===== src/rtl/deserializer.sv =====
// Serial-to-parallel converter, MSB first, left-aligned output word.
// Define DESERIALIZER_TIMEOUT_EN to flush partial words after TIMEOUT idle cycles.
module deserializer #(
  parameter int DATA_W  = 16,
  parameter int MOD_W   = $clog2(DATA_W),
  parameter int TIMEOUT = 4
) (
  input  logic              clk_i,
  input  logic              arst_i,
  input  logic              ser_data_i,
  input  logic              ser_data_val_i,
  output logic [DATA_W-1:0] deser_data_o,
  output logic [MOD_W-1:0]  deser_data_mod_o,
  output logic              deser_data_val_o,
  output logic              busy_o
);

  if (DATA_W < 2) begin : g_bad_data_w
    $error("DATA_W must be at least 2");
  end
  if (TIMEOUT < 1) begin : g_bad_timeout
    $error("TIMEOUT must be at least 1");
  end

  typedef enum logic {
    IDLE,
    COLLECT
  } state_t;

  state_t state, state_n;

  logic [MOD_W-1:0]  cnt, cnt_n;
  logic [DATA_W-1:0] word, word_n;
  logic [DATA_W-1:0] data_n;
  logic [MOD_W-1:0]  mod_n;
  logic              val_n;
  logic [MOD_W-1:0]  pos;
  logic              last;

`ifdef DESERIALIZER_TIMEOUT_EN
  localparam int IW = $clog2(TIMEOUT + 1);
  logic [IW-1:0] idle, idle_n;
`endif

  // Bits are OR-ed straight into their final left-aligned slot,
  // so a flush needs no realignment.
  assign pos  = MOD_W'(DATA_W - 1) - cnt;
  assign last = (cnt == MOD_W'(DATA_W - 1));

  always_comb begin
    state_n = state;
    cnt_n   = cnt;
    word_n  = word;
    data_n  = deser_data_o;
    mod_n   = deser_data_mod_o;
    val_n   = 1'b0;
`ifdef DESERIALIZER_TIMEOUT_EN
    idle_n  = idle;
`endif
    if (ser_data_val_i) begin
`ifdef DESERIALIZER_TIMEOUT_EN
      idle_n = '0;
`endif
      word_n = word | ({{(DATA_W-1){1'b0}}, ser_data_i} << pos);
      if (last) begin
        data_n  = word_n;
        mod_n   = '0;
        val_n   = 1'b1;
        state_n = IDLE;
        cnt_n   = '0;
        word_n  = '0;
      end else begin
        state_n = COLLECT;
        cnt_n   = cnt + MOD_W'(1);
      end
    end
`ifdef DESERIALIZER_TIMEOUT_EN
    else if (state == COLLECT) begin
      if (idle == IW'(TIMEOUT - 1)) begin
        data_n  = word;
        mod_n   = cnt;
        val_n   = 1'b1;
        state_n = IDLE;
        cnt_n   = '0;
        word_n  = '0;
        idle_n  = '0;
      end else begin
        idle_n = idle + IW'(1);
      end
    end
`endif
  end

  always_ff @(posedge clk_i or posedge arst_i) begin
    if (arst_i) begin
      state            <= IDLE;
      cnt              <= '0;
      word             <= '0;
      deser_data_o     <= '0;
      deser_data_mod_o <= '0;
      deser_data_val_o <= 1'b0;
`ifdef DESERIALIZER_TIMEOUT_EN
      idle             <= '0;
`endif
    end else begin
      state            <= state_n;
      cnt              <= cnt_n;
      word             <= word_n;
      deser_data_o     <= data_n;
      deser_data_mod_o <= mod_n;
      deser_data_val_o <= val_n;
`ifdef DESERIALIZER_TIMEOUT_EN
      idle             <= idle_n;
`endif
    end
  end

  assign busy_o = (state == COLLECT);

endmodule


===== config.mk =====
export PLATFORM = sky130hd
export DESIGN_NAME = deserializer
export DESIGN_NICKNAME = d
export VERILOG_FILES = /design/src/rtl/deserializer.sv
export SDC_FILE = /design/constraint.sdc
export NUM_CORES = 1
export LEC_CHECK = 0
export CAP_MARGIN = 10
export CORE_UTILIZATION = 47
export DETAILED_ROUTE_END_ITERATION = 16
export MAX_ROUTING_LAYER = met4
export PLACE_DENSITY = 0.75
export RECOVER_POWER = 100
export SLEW_MARGIN = 40
export SYNTH_ARGS = -nofsm -noshare
export SYNTH_HDL_FRONTEND = slang
export SYNTH_SLANG_ARGS = --single-unit

===== constraint.sdc =====
create_clock -name clk_i -period 1.4 [get_ports clk_i]
set_input_delay 0.28 -clock clk_i [delete_from_list [all_inputs] [get_ports clk_i]]
set_output_delay 0.28 -clock clk_i [all_outputs]
set_load 0.05 [all_outputs]

**After elaboration in Yosys (flattened, before gate mapping)**

Index checks and enable logic that the tools add are counted.

- Add/sub/neg operators: 2
- Eq/ne operators: 1
- Shift operators: 1
- Multiplexer cells: 5
- Bitwise operators: 1
- Reduce and logical (&&, ||, !) cells: 1

Operators by type and width:

| kind | number |
|---|---|
| $mux 16 | 1 |
| $or 16x16->16 | 1 |
| $shl 1x4->16 | 1 |
| $add 4x1->4 const B | 1 |
| $eq 4x4->1 const B | 1 |
| $mux 4 | 1 |
| $sub 4x4->4 const A | 1 |
| $mux 1 | 3 |
| $reduce_and 2->1 | 1 |

- Flip-flop bits (word level): 38
- Input bits: 4
- Output and inout bits: 22
- Word-level logic and storage cells: 16

**Longest topological paths before layout**

Gate-level depths: netlist of run 1.

- Depth in word-level cells: 4
- Gate-level depth with buffers: 6
- Depth with buffers taken out: 4

**Worst setup path after synthesis of run 1**

OpenSTA, ideal clock, no wires.

- Path kind: reg-to-reg
- From: register cnt[2]
- To: register deser_data_o[10]
- Setup time: 0.125 ns
- Arrival: 1.379 ns
- Data required time: 1.275 ns
- Path slack: -0.104 ns
- Stages on the path, launching flop included: 7
- Buffers on the path: 3
- Clock period less this slack: 1.504 ns
- Cell sequence: dfrtp_1 > buf_6 > and3_4 > and3_4 > buf_6 > buf_12 > mux2_4

- Longest elaborated chain between the ends: 3
- Elaborated cells on any way between the ends: 5
- Those cells by class: add/sub: 1; eq/ne: 1; shift: 1; bitwise: 1; reduce/logical: 1

RTL lines:

| element | line | source |
|---|---|---|
| start, declared | 32 | `logic [MOD_W-1:0] cnt, cnt_n;` |
| start signal, assigned | 107 | `cnt <= cnt_n;` |
| $sub 4x4->4 | 47 | `assign pos = MOD_W'(DATA_W - 1) - cnt;` |
| $shl 1x4->16 | 64 | `word_n = word \| ({{(DATA_W-1){1'b0}}, ser_data_i} << pos);` |
| $or 16x16->16 | 64 |  |
| end signal, assigned | 109 | `deser_data_o <= data_n;` |
| end, declared | 12 | `output logic [DATA_W-1:0] deser_data_o,` |

Several ways; a longest one is shown, not always the timed one.
A chain may end at the register's enable or synchronous reset.

**Worst setup path after layout of run 1**

- From: input port ser_data_val_i
- To: register deser_data_o[13]

- Longest elaborated chain between the ends: 1

RTL lines:

| element | line | source |
|---|---|---|
| start, declared | 11 | `input logic ser_data_val_i,` |
| $reduce_and 2->1 (no source line) | -- |  |

Every way passes these cells.

==> impl_metrics.toml, run 1 <==
[timing]
hold_viol_final = 0
fin_skew_ns = 0.005661
tightestPinTransition_ns = 0.8994
max_freq_mhz = 718.1
drv_slew = 0
holdWs_ns = 0.5058
slew_headroom_pct = 40.04
rsz0062_at_grt = "false"
setup_viol = 0
final.period_utilization_pct = 99.47
post-route-min-period_ns = 1.393
fin_ws_ns = 0.007404

[setup_path]
cp_cell_sequence = "clkdlybuf4s50_1 -> and3_4 -> and3_4 -> buf_12 -> mux2_2"
cp_data_arrival_time_ns = 1.63
cp_slowest_stage_delay_ns = 0.49
cp-end-kind = "flop"
crit_required_ns = 1.63
crit_fanout = 8
cp_slowest_cell = "clkdlybuf4s50_1"
crit_start = "ser_data_val_i"
rrSetupSlack_ns = 0.05
r2r-start = "cnt[1]"
crit_type = "input pin to flop"
cp_num_buf_inv = 2
crit_top_cell = "and3_4"
critical-path-top-delay-family = "buffers and inverters"
worstSetupStartpointType = "input pin"

[power_and_ir_drop]
p_leak_nw = 0.9389
power.density_mw_per_mm2 = 2307
vdd_drop_max_mv = 1.138
p_total_mw = 4.290

[die]
initial_core_util_pct = 50.48
die-area_sq_mm = 0.003595
fp.dieH_um = 59.96
core_area_sq_mm = 0.003128
io_pins = 26
die_w_um = 59.96
rows = 20

[drt]
viasPerCell = 5.080
post_drt_wl_per_cell_um = 14.48
drt_iter0_drc = 11
dr.pass1.iters = 4
drt-total-wl_um = 2881
ant_nets = 0
drc_errors = 0
via_count = 1011

[finish]
area_growth_pct = 17.75
drive_above_1_share_pct = 38.06
diodes = 0
finalNetCount = 159

[global_route]
grt_pass1_vias = 1016
antenna_found_initial = 0
grt_max_degree = 39
grt-ovfl-total = 0
grt_pass1_wl_um = 4712
grt_usage_pct = 19.33

[yosys]
seq_area_frac_synth_pct = 60.22
yosysTopAreaCell = "dfrtp_1"
synth_cell_types = 24
syn_avg_cell_area_sq_um = 13.38
ys_warn_count = 0
synth-main-ff-cell = "dfrtp_1"
synth_top_cell_area_share_pct = 60.22
synth_most_common_cell = "dfrtp_1"
synth_common_cells = "38 x dfrtp_1, 14 x nor2_1, 12 x a21oi_1"
synth_area_sq_mm = 0.001579
synth_edf_count = 0
syn_inst = 118
ys_seq_elements = 38
async_flop_share_pct = 100.0
synth_area_leaders = "dfrtp_1 60%, mux2_4 8.6%, mux2_2 5.7%, a21oi_1 3.8%, nor2_1 3.3%"

[clock_tree]
holdBufCountCts = 0
cts_tree = "yes"
post_cts_buffers = 0
clk_transition_reported_paths_ns = 0.11
ctsRootBufferMaster = "clkbuf_4"
cts_buffers = 5
clkSinkCount = 38
clkLatencyLatePin_ns = 0.34
clockBufferDepth = 2
cts_htree_levels = 2
cts_resized = 0

[place]
gp_routability_congestion = 0.8155
portBuffers = 21
place_ws_ns = -0.3589
place_hpwl_um = 2083

[min_path]
hold_class = "input pin to asynchronous set/reset pin"

[job]
maxCapViolations = 0

[outcome]
status = "finished, final reports clean"
## path summary, 6_finish.rpt
| path | cells past startpoint | endpoint |
|---|---|---|
| setup / recovery | 5 | deser_data_o[13] |
| hold / removal | 3 | deser_data_o[5] |
| setup reg to reg | 5 | cnt[0] |
| hold reg to reg | 2 | word[9] |
| max in group asynchronous | 3 | cnt[0] |
| min in group clk_i | 2 | word[9] |
## report_power, final
group | internal, mW | leakage, nW | total, mW | switching [mW]
registers | 1.55 | 0.479 | 1.83 | 0.277
clock network | 0.241 | 0.0343 | 0.590 | 0.349
logic | 0.671 | 0.426 | 1.87 | 1.20
total | 2.46 | 0.939 | 4.29 | 1.83
## per-stage QoR
stage / instances / TNS (ns) / utilization, % / instance area, sq um
floorplan: 121 / -0.6609 / - / 1590
CTS: 199 / 0 / 69.04 / 2160
global placement: 191 / -6.010 / 67.00 / 2096
global route: 199 / 0 / 59.44 / 1859
finish: 199 / 0 / 59.44 / 1859
detailed placement: 191 / -6.825 / 67.00 / 2096
## tightest hold or removal path: cells and delay by family
kind	cells	cell delay [ns]
buffers and inverters	3	1.13
## layout by cell type, fill, tap and decap left out, types with 2 or more instances in the layout
cell              n
inv_1             3
buf_12            2
mux2_2            8
mux2_4            7
a22o_1            5
nor2_1           14
clkbuf_2         21
nand4_1           2
dfrtp_1          37
and3_4            2
clkdlybuf4s50_1   3
conb_1            4
clkbuf_4          5
and3b_1           2
o21ai_0           2
nor3b_1           2
and3b_2           2
nand2_1           2
mux2_1            2
a21oi_1          12
buf_4             8
## flip-flops by register name (all words and copies together), names as in the netlist
name	cells
deser_data_val_o	1
deser_data_o	16
word	16
cnt	4
busy_o	1
## routing by layer
layer	up-vias	share of wire [%]	GRT usage, %
met1	503	44	22.96
met4	0	1.8	10.63
li1	476	-	-
met2	25	49	30.32
met3	7	4.7	4.545
met5	-	0	-
## kinds of logic after synthesis
| logic type | share of synthesized area, % |
|---|---|
| DFF | 60.22 |
| and+or+nand+nor | 9.747 |
| AOI/OAI and AO/OA | 7.607 |
| muxes | 14.90 |
| buffers and inverters | 5.943 |
| adders and majority gates | 0.7923 |
| other | 0.2375 |
| xor gates and xnor gates | 0.5548 |
## cell type report
type | count | area (sq um)
fillers | 268 | 1269
flip-flops and latches | 38 | 952.2
multi-input cells | 71 | 538.0
repair buffers | 35 | 239.0
well taps | 44 | 55.05
clock buffers | 6 | 51.30
clock inverters | 2 | 12.51
inverters | 3 | 11.26
(Power assumes the default switching activity.)
==> run 2, diff against run 1 <==
--- a/config.mk
+++ b/config.mk
@@ -6,12 +6,12 @@
 export NUM_CORES = 1
 export LEC_CHECK = 0
 export CAP_MARGIN = 10
-export CORE_UTILIZATION = 47
+export CORE_UTILIZATION = 56
 export DETAILED_ROUTE_END_ITERATION = 16
 export MAX_ROUTING_LAYER = met4
-export PLACE_DENSITY = 0.75
+export PLACE_DENSITY = 0.83
 export RECOVER_POWER = 100
-export SLEW_MARGIN = 40
+export SLEW_MARGIN = 20
 export SYNTH_ARGS = -nofsm -noshare
 export SYNTH_HDL_FRONTEND = slang
 export SYNTH_SLANG_ARGS = --single-unit
==> constraint.sdc (replaced) <==
create_clock -name clk_i -period 1.7 [get_ports clk_i]
set_input_delay 0.51 -clock clk_i [delete_from_list [all_inputs] [get_ports clk_i]]
set_output_delay 0.51 -clock clk_i [all_outputs]
set_load 0.05 [all_outputs]
==> impl_metrics.toml, run 2 (synthesized netlist as in run 1, its figures left out) <==
[outcome]
status = "finished, final reports clean"

[die]
die_w_um = 55.10
core_area_sq_mm = 0.002567
io_pins = 26
rows = 18
initial_core_util_pct = 61.50
fp.dieH_um = 55.10
die-area_sq_mm = 0.003036

[place]
portBuffers = 21
gp_routability_congestion = 0.8390
place_inst = 174
place_hpwl_um = 2309

[drt]
post_drt_wl_per_cell_um = 18.38
via_count = 1062
viasPerCell = 5.803
drt_iter0_drc = 18
drt-total-wl_um = 3364
dr.pass1.iters = 4
drc_errors = 0
ant_nets = 0

[global_route]
met2_usage_pct = 42.77
grt-ovfl-total = 0
use_met1_pct = 29.86
grt_usage_pct = 27.47
busiest_layer = "met2"
grt_max_degree = 39
use_met3_pct = 7.923
antenna_found_initial = 0
grt_pass1_wl_um = 5092
grt_pass1_vias = 1075

[setup_path]
crit_start = "ser_data_val_i"
crit_fanout = 8
r2r_end = "word[12]"
r2r-start = "cnt[0]"
crit_type = "input pin to flop"
cp_data_arrival_time_ns = 1.89
cp-end-kind = "flop"
rrSetupSlack_ns = 0.15
ff2ff_path_depth = 4
worstSetupStartpointType = "input pin"
crit_required_ns = 1.95

[min_path]
min_path_cells = 2
min_to = "word[3]"
hold_start = "word[3]"
hold_class = "flop to flop"

[timing]
post-route-min-period_ns = 1.638
setup_viol = 0
max_freq_mhz = 610.4
rsz0062_at_grt = "false"
fin_skew_ns = 0.003846
drv_slew = 0
final.period_utilization_pct = 96.37
tightestPinTransition_ns = 0.9197
hold_viol_final = 0
holdWs_ns = 0.5170
slew_headroom_pct = 38.69

[job]
maxCapViolations = 0

[clock_tree]
clkSinkCount = 38
cts_tree = "yes"
ctsRootBufferMaster = "clkbuf_4"
cts_resized = 0
clk_transition_reported_paths_ns = 0.11
cts_htree_levels = 2
clockBufferDepth = 2
cts_buffers = 5
post_cts_buffers = 0
clkLatencyLatePin_ns = 0.35
holdBufCountCts = 0

[finish]
drive_above_1_share_pct = 37.91
fin_cells = 183
final_common_cell = "dfrtp_1"
diodes = 0
area_growth_pct = 17.43
reg_top3 = "deser_data_o x16, word x16, cnt x4"
fillers = 178
finalNetCount = 157
final_cell_mix = "38 x dfrtp_1, 20 x clkbuf_2, 14 x nor2_1, 12 x a21oi_1, 9 x mux2_4"
fin_util_pct = 72.22

[power_and_ir_drop]
power.density_mw_per_mm2 = 2088
p_leak_nw = 0.9520
vdd_drop_max_mv = 1.432
==> run 2: worst max-delay path, stage by stage <==
cell and delay, ns:
clkdlybuf4s50_1 0.47, and3_4 0.19, and3_2 0.34, mux2_2 0.37
==> run 2: layer usage <==
layer | part of all wire [%] | up-vias
met5 | 0 | -
met4 | 4.4 | 0
met3 | 5.2 | 18
met2 | 49 | 49
met1 | 42 | 521
li1 | - | 474
==> run 2: report_power, final <==
group,internal (mW),leakage (nW),switching [mW]
combinational,0.545,0.413,0.986
sequential,1.27,0.480,0.272
clock,0.498,0.0585,0.297
total,2.32,0.952,1.56
==> run 2: final cells by class <==
cell class	instances	area, sq um	area share (%)
clock buffers	6	51.30	2.767
clock inverters	2	60.06	3.239
inverters	3	11.26	0.6073
multi-input cells	72	549.3	29.62
flip-flops and latches	38	950.9	51.28
well taps	30	37.54	2.024
repair buffers	32	193.9	10.46
==> run 2: worst max-delay path by stage <==
stage / endpoint / depth (start not counted)
6_report: deser_data_o[14] / 4
5_1_grt: deser_data_o[2] / 4
4_1_cts: deser_data_o[14] / 4
3_5_place_dp: deser_data_o[14] / 4
3_3_place_gp: deser_data_o[14] / 4
2_1_floorplan: deser_data_o[10] / 5
==> run 2: metrics by stage <==
| stage | area [sq um] | setup WS [ns] | TNS [ns] | total power [mW] |
|---|---|---|---|---|
| finish | 1854 | 0.06173 | 0 | 3.872 |
| global route | 1854 | 0.008170 | 0 | 4.067 |
| CTS | 2155 | 0.03721 | 0 | 4.447 |
| detailed placement | 2043 | -0.3517 | -6.025 | 3.643 |
| global placement | 2043 | -0.3075 | -4.827 | 3.529 |
| floorplan | 1590 | 0.1694 | 0 | 2.664 |
